## src/rtl/mem_arbiter.sv

```systemverilog
// mem_arbiter: two-requester (fetch/data) arbiter onto one handshaked memory port.
//   clk, resetn (async, active-low)
//   fetch side : inst_req, inst_addr -> inst_rdata, i_stall
//   data side  : data_req, data_wr, data_wstrb, data_addr, data_wdata -> data_rdata, d_stall
//   memory side: mem_req, mem_wr, mem_wstrb, mem_addr, mem_wdata <- mem_addr_ok, mem_data_ok, mem_rdata
//   ARB_ROUND_ROBIN_EN: on simultaneous requests grant the side opposite the last grant;
//   undefined: data side always wins a tie.
module mem_arbiter (
  input  logic        clk,
  input  logic        resetn,
  input  logic        inst_req,
  input  logic [31:0] inst_addr,
  output logic [31:0] inst_rdata,
  output logic        i_stall,
  input  logic        data_req,
  input  logic        data_wr,
  input  logic [3:0]  data_wstrb,
  input  logic [31:0] data_addr,
  input  logic [31:0] data_wdata,
  output logic [31:0] data_rdata,
  output logic        d_stall,
  output logic        mem_req,
  output logic        mem_wr,
  output logic [3:0]  mem_wstrb,
  output logic [31:0] mem_addr,
  output logic [31:0] mem_wdata,
  input  logic        mem_addr_ok,
  input  logic        mem_data_ok,
  input  logic [31:0] mem_rdata
);
  localparam logic [1:0] S_IDLE = 2'd0;
  localparam logic [1:0] S_ADDR = 2'd1;
  localparam logic [1:0] S_WAIT = 2'd2;
  localparam logic [1:0] S_RESP = 2'd3;
  localparam logic OWN_INST = 1'b0;
  localparam logic OWN_DATA = 1'b1;
  logic [1:0]  r_state;
  logic        r_owner;
  logic        r_last;
  logic [31:0] r_addr;
  logic [31:0] r_wdata;
  logic [3:0]  r_wstrb;
  logic        r_wr;
  logic [31:0] r_inst_rdata;
  logic [31:0] r_data_rdata;
  logic        w_grant_data;
  logic        w_done;
`ifdef ARB_ROUND_ROBIN_EN
  assign w_grant_data = data_req & (~inst_req | (r_last == OWN_INST));
`else
  assign w_grant_data = data_req;
`endif
  // data_ok only counts once the address phase has been (or is being) accepted
  assign w_done = ((r_state == S_ADDR) & mem_addr_ok & mem_data_ok) |
                  ((r_state == S_WAIT) & mem_data_ok);
  always_ff @(posedge clk or negedge resetn) begin
    if (!resetn) begin
      r_state      <= S_IDLE;
      r_owner      <= OWN_INST;
      r_last       <= OWN_INST;
      r_addr       <= '0;
      r_wdata      <= '0;
      r_wstrb      <= '0;
      r_wr         <= 1'b0;
      r_inst_rdata <= '0;
      r_data_rdata <= '0;
    end else begin
      case (r_state)
        S_IDLE: if (inst_req | data_req) begin
          r_state <= S_ADDR;
          r_owner <= w_grant_data;
          r_last  <= w_grant_data;
          r_addr  <= w_grant_data ? data_addr : inst_addr;
          r_wdata <= w_grant_data ? data_wdata : 32'h0;
          r_wstrb <= w_grant_data ? data_wstrb : 4'h0;
          r_wr    <= w_grant_data & data_wr;
        end
        S_ADDR: if (mem_addr_ok) r_state <= mem_data_ok ? S_RESP : S_WAIT;
        S_WAIT: if (mem_data_ok) r_state <= S_RESP;
        default: r_state <= S_IDLE;
      endcase
      if (w_done && r_owner == OWN_INST) r_inst_rdata <= mem_rdata;
      if (w_done && r_owner == OWN_DATA && !r_wr) r_data_rdata <= mem_rdata;
    end
  end
  assign mem_req    = (r_state == S_ADDR);
  assign mem_wr     = r_wr;
  assign mem_wstrb  = r_wstrb;
  assign mem_addr   = r_addr;
  assign mem_wdata  = r_wdata;
  assign inst_rdata = r_inst_rdata;
  assign data_rdata = r_data_rdata;
  // stalls are forced low during reset so the pipeline is not held by an abandoned transaction
  assign i_stall = resetn & inst_req & ~((r_state == S_RESP) & (r_owner == OWN_INST));
  assign d_stall = resetn & data_req & ~((r_state == S_RESP) & (r_owner == OWN_DATA));
endmodule

```

## config.mk

```make
export PLATFORM = sky130hd
export DESIGN_NAME = mem_arbiter
export DESIGN_NICKNAME = d
export VERILOG_FILES = /design/src/rtl/mem_arbiter.sv
export SDC_FILE = /design/constraint.sdc
export NUM_CORES = 1
export LEC_CHECK = 0
export BUFFER_PORTS_ARGS = -buffer_cell sky130_fd_sc_hd__buf_2
export CAP_MARGIN = 20
export CORE_MARGIN = 5
export CORE_UTILIZATION = 46
export DETAILED_ROUTE_END_ITERATION = 8
export GPL_TIMING_DRIVEN = 0
export PLACE_DENSITY = 0.81
export SLEW_MARGIN = 20
export SYNTH_ARGS = -nofsm -noshare
export SYNTH_HDL_FRONTEND = slang
export SYNTH_SLANG_ARGS = --single-unit
```

## constraint.sdc

```tcl
create_clock -name clk -period 1.9 [get_ports clk]
set_input_delay 0.19 -clock clk [delete_from_list [all_inputs] [get_ports clk]]
set_output_delay 0.19 -clock clk [all_outputs]
set_load 0.02 [all_outputs]
```

==> out/qor.csv, run 1 <==
metric,value,unit
status,"complete, but fails checks",
failing checks,negative hold slack,
input/output buffers,273,
initial antenna violation count,0,
post-synthesis compound-gate area fraction,0.0358,
Initial Util,0.464,
full die area,14300,um^2
H-tree Lvls,4,
final setup fails,0,
Leak Pwr,4.32,nW
CTS Buf Count,17,
Required @ worst endpoint,2.20,ns
leading area contributor after synthesis,dfrtp_1,
Hold/Removal Path Class,in -> async,
Reg2Reg Depth,6,
n_diodes,0,
Max Transition Viols Final,0,
WS Path Type,reg -> reg,
main combinational cell family by area after synthesis,multiplexers,
crit end category,flop,
placed cells,884,
final hold vios,56,
Multi-input gate area,1980,um^2
pwr dens,1850,nW/um^2
core area,11900,um^2
non-filler cells in the finished layout,941,
drt total wl,16700,um
Mapped Nets,607,
Fin Clk Skew,0.00640,ns
area share of fa/ha/maj cells after synthesis,0.0113,
Mapped Cells,463,
CTS Hold Bufs,19,
Final Cycle Share,0.946,
RSZ-0062 raised after global routing,true,
Synth Area in Simple Gates,0.116,
post-synthesis mux area share,0.192,
clk_lat worst skew,0.42,ns
RR Endpoint,inst_rdata[30],
placed inst area,7120,um^2
most used routing layer,met2,
"Distinct cells, synth",20,
CTS root buffer,clkbuf_16,
nets@finish,925,
drt pass-1 iters,4,
"Avg Cell Area, Syn",11.9,um^2
WL per Instance,17.7,um
clk slew on worst S/H paths,0.06,ns
IO Count,275,
met1 Use GR,0.259,
WP data arrival,2.10,ns
RePlAce Congestion,0.830,
M3 GR Usage,0.0759,
vias post-DR,4751,
first-pass GRT wire length,26500,um
fin area,8050,um^2
Worst slew margin,0.632,
DRT iter0 DRCs,348,
Total GRT Usage,0.236,
largest net degree at the start of global routing,83,
Post-Syn Area,5530,um^2
"Seq/Total Area, Yosys",0.616,
#FFs+latches synth,136,
Routed Antenna Nets,0,
filler cell count,863,
crit path time final,1.80,ns
Syn-to-layout area delta,45.7,%
die width,120,um
drt via density,5.05,
crit start category,flop,
fmax,0.556,GHz
post-synth top area share,0.616,
TritonCTS Sinks,136,
# rows,40,
Worst-Margin Slew,0.552,ns
die height,120,um
CTS tree,built,
"setup slack, reg-to-reg",0.10,ns
DRC,0,
critical path peak fanout,10,
worst r2r src,r_state[0],
ranking of synthesized cells by area,"dfrtp_1, nand2_1, mux2_2",
Max-Cap Viols,0,
Hold WS,-0.309,ns
peak supply drop,939,uV
layout cell share with drive strength beyond 1,0.467,
total global routing overflow,0,
CTS max path bufs,2,
Post-Synth XOR/XNOR Area,0,
Yosys warning count,0,
routing usage on met2,0.427,
vias in the first global route,5183,
dpl hpwl,12000,um
Sequential Area,3400,um^2
kinds of logic (layout without fill, tap and decap cells):
logic type      count (synthesis)  in the layout
simple gates                  152            152
flops                         136            136
mux                            98             98
compound gates                 38             38
buf+inv                        34            365
fa+ha+maj                       5              5
metal layers:
metal | wire [um] | share of wire
met5 | 0 | 0
met4 | 385 | 0.023
met3 | 1360 | 0.082
met2 | 8710 | 0.52
met1 | 6240 | 0.37
cells in the final DEF, fill, tap and decap left out, types with 2 or more instances in the layout:
cell,n
a21oi_1,2
buf_2,284
buf_4,7
buf_6,5
bufinv_16,5
clkbuf_1,9
clkbuf_16,17
clkbuf_2,4
clkbuf_8,2
clkinvlp_4,3
dfrtp_1,136
dlygate4sd3_1,19
ha_1,3
ha_2,2
inv_1,4
inv_6,2
mux2_1,32
mux2_2,34
mux2i_1,32
nand2_1,111
nand3_1,37
nor2_1,2
o21ai_0,32
timing repair:
item	CTS	global route
buffers inserted	5	0
pin swaps	2	2
hold endpoints to repair	75	56
gates resized for setup	12	8
setup endpoints to repair	71	114
gates cloned	1	0
area by class of cell:
class                           instances  share of cell area
Buffer                                 29              0.0215
Sequential cell                       136               0.423
Clock buffer                           22              0.0577
Tap cell                              147              0.0229
Multi-Input combinational cell        293               0.246
Timing Repair Buffer                  299               0.203
Inverter                                5             0.00233
Clock inverter                         10              0.0236
Yosys cell counts (all sizes together):
cell type	count
dfrtp	136
nand2	111
mux2	66
nand3	37
o21ai	33
mux2i	32
buf	19
clkbuf	10
ha	5
inv	5
a21oi	3
nor2	2
a211oi	1
a222oi	1
nor3	1
nor4	1
flip-flops by register name (all words and copies together), names as in the netlist:
name,flops
mem_wstrb,4
mem_wdata,32
mem_wr,1
r_state,2
inst_rdata,32
data_rdata,32
mem_addr,32
r_owner,1
how the worst max path moves through the flow:
stage / startpoint / to / slack, ns / depth (start not counted)
after global routing: r_state[1] / data_rdata[11] / -0.008 / 7
after floorplan: r_state[1] / inst_rdata[10] / 0.08 / 6
final: r_state[0] / inst_rdata[30] / 0.10 / 6
after global placement: resetn / i_stall / -1.26 / 4
after detailed placement: r_state[1] / inst_rdata[2] / -0.15 / 6
after CTS: r_state[0] / data_rdata[11] / 0.007 / 7
report_power, final:
part           total, W  internal, W  switching [W]
logic           0.00613      0.00227        0.00387
registers       0.00509      0.00430       0.000791
clock network   0.00366      0.00241        0.00125
total            0.0149      0.00897        0.00591
worst max-delay path: stages, from the launching register on:
cell	delay, ns
dfrtp_1	0.42
inv_1	0.11
ha_2	0.21
a21oi_2	0.07
nor3_4	0.26
buf_4	0.26
mux2_2	0.35
stage by stage:
step	power (W)	setup TNS, ns	setup WS, ns	util
2_1_floorplan	0.00869	0	0.0847	-
6_report	0.0149	0	0.103	0.676
5_1_grt	0.0157	-0.00816	-0.00816	0.676
3_5_place_dp	0.0111	-4.18	-0.152	0.597
4_1_cts	0.0149	0	0.00684	0.675
3_3_place_gp	0.0108	-146.92	-1.26	0.594
Power figures use the tool's default switching activity.
==> inputs of run 2 (changes only) <==
==> config.mk (replaced) <==
export PLATFORM = sky130hd
export DESIGN_NAME = mem_arbiter
export DESIGN_NICKNAME = d
export VERILOG_FILES = /design/src/rtl/mem_arbiter.sv
export SDC_FILE = /design/constraint.sdc
export NUM_CORES = 1
export LEC_CHECK = 0
export CAP_MARGIN = 20
export CORE_MARGIN = 5
export CORE_UTILIZATION = 50
export DETAILED_ROUTE_END_ITERATION = 8
export DONT_BUFFER_PORTS = 1
export GPL_TIMING_DRIVEN = 0
export PLACE_DENSITY = 0.66
export SLEW_MARGIN = 20
export SYNTH_ARGS = -nofsm -noshare
export SYNTH_HDL_FRONTEND = slang
export SYNTH_SLANG_ARGS = --single-unit
==> run 2 against run 1 <==
  * The run now fails in clock tree synthesis
  * Synthesized cell count unchanged
  * Synthesized area unchanged
==> out/qor.csv, run 2 <==
metric,value,unit
die height,115,um
CTS root buffer,clkbuf_8,
leading area contributor after synthesis,dfrtp_1,
"Distinct cells, synth",20,
Post-synth EDFFs,0,
most frequent cells after synthesis,"dfrtp_1, nand2_1, nand3_1, mux2_2, o21ai_0",
"Seq/Total Area, Yosys",0.616,
ys async rst share,1.00,
Post-Syn Area,5530,um^2
status,stopped before the end,
H-tree Lvls,4,
placed cells,603,
CTS Buf Count,17,
Resized cells post-CTS,13,
CTS Hold Bufs,130,
die width,115,um
RePlAce Congestion,0.780,
Stop Error,[ERROR RSZ-0060] Max buffer count reached.,
top-count cell post-synth,dfrtp_1,
IO Count,275,
# rows,38,
Synth Flop Type,dfrtp_1,
Mapped Cells,463,
Yosys warning count,0,
"Avg Cell Area, Syn",11.9,um^2
Mapped Nets,607,
dpl hpwl,10200,um
TritonCTS Sinks,136,
Post-CTS Setup Inserts,5,
input/output buffers,0,
ranking of synthesized cells by area,"dfrtp_1, nand2_1, mux2_2",
CTS max path bufs,2,
Initial Util,0.510,
post-synth top area share,0.616,
failing step,clock tree synthesis,
#FFs+latches synth,136,
run 2: cell counts after synthesis:
Identical to the previous run, type by type.
run 2: through the flow:
step           utilization  cell area, um^2  setup slack (ns)  hold slack [ns]  TNS (ns)
2_1_floorplan            -             5530            0.0847           -0.106         0
3_5_place_dp         0.526             5700            -0.227           -0.102    -10.27
3_3_place_gp         0.526             5700            -0.157           -0.103     -6.55
run 2: kinds of logic after synthesis:
kind of cell	synth area share
simple gates	0.116
flops	0.616
mux	0.192
compound gates	0.0358
buf+inv	0.0285
fa+ha+maj	0.0113
==> inputs of run 3 (changes only) <==
--- a/config.mk
+++ b/config.mk
@@ -7,11 +7,11 @@
 export LEC_CHECK = 0
 export CAP_MARGIN = 20
 export CORE_MARGIN = 5
-export CORE_UTILIZATION = 50
+export CORE_UTILIZATION = 35
 export DETAILED_ROUTE_END_ITERATION = 8
 export DONT_BUFFER_PORTS = 1
 export GPL_TIMING_DRIVEN = 0
-export PLACE_DENSITY = 0.66
+export PLACE_DENSITY_LB_ADDON = 0.15
 export SLEW_MARGIN = 20
 export SYNTH_ARGS = -nofsm -noshare
 export SYNTH_HDL_FRONTEND = slang
==> run 3 against run 2 <==
  * The flow now finishes, with violations (negative hold slack)
==> out/qor.csv, run 3 (synthesized netlist as in run 1, its figures left out) <==
metric,value,unit
first-pass GRT wire length,24000,um
RePlAce Congestion,0.783,
nets@finish,754,
pwr dens,1730,nW/um^2
core area,15700,um^2
total global routing overflow,0,
"most common cell after layout, fill and taps aside",dfrtp_1,
drt pass-1 iters,4,
peak supply drop,652,uV
CTS tree,built,
largest net degree at the start of global routing,139,
dpl hpwl,10800,um
CTS Buf Count,17,
Initial Util,0.352,
full die area,18400,um^2
# rows,46,
Max-Cap Viols,0,
WP data arrival,2.15,ns
fmax,0.539,GHz
crit start category,flop,
clk_lat worst skew,0.41,ns
fin area,7830,um^2
Final Cycle Share,0.977,
final hold vios,136,
crit path from,r_state[1],
IO Count,275,
Hold WS,-0.525,ns
Required @ worst endpoint,2.19,ns
placed inst area,5800,um^2
Post-Route Setup TNS,0,ns
Fin Clk Skew,0.00762,ns
Max Transition Viols Final,0,
H-tree Lvls,4,
die width,136,um
CTS max path bufs,2,
RSZ-0062 raised after global routing,true,
n_diodes,0,
Reg2Reg Depth,7,
layout cell share with drive strength beyond 1,0.190,
"commonest cells after routing, fill and taps aside","dfrtp_1, dlygate4sd3_1, nand2_1",
Syn-to-layout area delta,41.8,%
initial antenna violation count,0,
Worst-Margin Slew,0.565,ns
input/output buffers,0,
final setup fails,0,
vias post-DR,4029,
CTS Hold Bufs,120,
DRT iter0 DRCs,185,
vias in the first global route,4417,
TritonCTS Sinks,136,
Power Total,0.0135,W
Worst slew margin,0.623,
crit end category,flop,
Total GRT Usage,0.169,
Hold/Removal Path Class,in -> async,
failing checks,negative hold slack,
status,"complete, but fails checks",
DRC,0,
drt via density,4.81,
CTS root buffer,clkbuf_16,
critical path peak fanout,10,
crit path time final,1.86,ns
clk slew on worst S/H paths,0.06,ns
Leak Pwr,3.63,nW
worst r2r src,r_state[1],
Routed Antenna Nets,0,
die height,136,um
drt total wl,15800,um
WL per Instance,18.8,um
WS Path Type,reg -> reg,
-- run 3: layer usage --
metal,part of all wire,wire (um),global-route usage
met5,0,0,0
met4,0.016,257,0.0605
met3,0.11,1780,0.0799
met1,0.36,5680,0.182
met2,0.51,8080,0.292
-- run 3: repair_timing --
item | CTS | global route
endpoints found under the setup margin | 84 | 112
resized for setup | 25 | 26
hold endpoints to repair | 263 | 136
pin swaps | 2 | 1
setup buffers | 5 | 3
-- run 3: critical path, stage by stage, from the launching register on --
cell     delay, ns
dfrtp_2       0.43
inv_2         0.08
ha_4          0.20
a21oi_4       0.09
nor4_4        0.28
buf_6         0.18
buf_12        0.15
mux2_1        0.32
-- run 3: per-stage QoR --
step	utilization	cells	hold WS [ns]	setup slack, ns
after floorplan	-	463	-0.106	0.0847
after global placement	0.369	679	-0.102	-0.319
after detailed placement	0.369	679	-0.102	-0.365
after CTS	0.492	835	-0.549	0.0119
after global routing	0.498	838	-0.558	-0.0438
final	0.498	838	-0.525	0.0433
-- run 3: area by class of cell --
class	instances	area [um^2]
Fill cell	1389	7880
Sequential cell	136	3410
Multi-Input combinational cell	293	2060
Timing Repair Buffer	128	1270
Clock buffer	21	460
Tap cell	216	270
Buffer	29	201
Clock inverter	10	144
Inverter	5	18.8
-- run 3: final timing paths --
path | endpoint | slack, ns
worst max-delay path | data_rdata[5] | 0.04
worst min-delay path | data_rdata[12] | -0.53
worst max register to register | data_rdata[5] | 0.04
worst min register to register | mem_wdata[15] | 0.61
max in group asynchronous | r_state[0] | 2.28
min in group clk | mem_addr[28] | 0
-- run 3: where the power goes --
group          switching (W)  internal, W
registers            0.00280      0.00429
logic                0.00148      0.00164
clock network        0.00120      0.00213
total                0.00549      0.00806
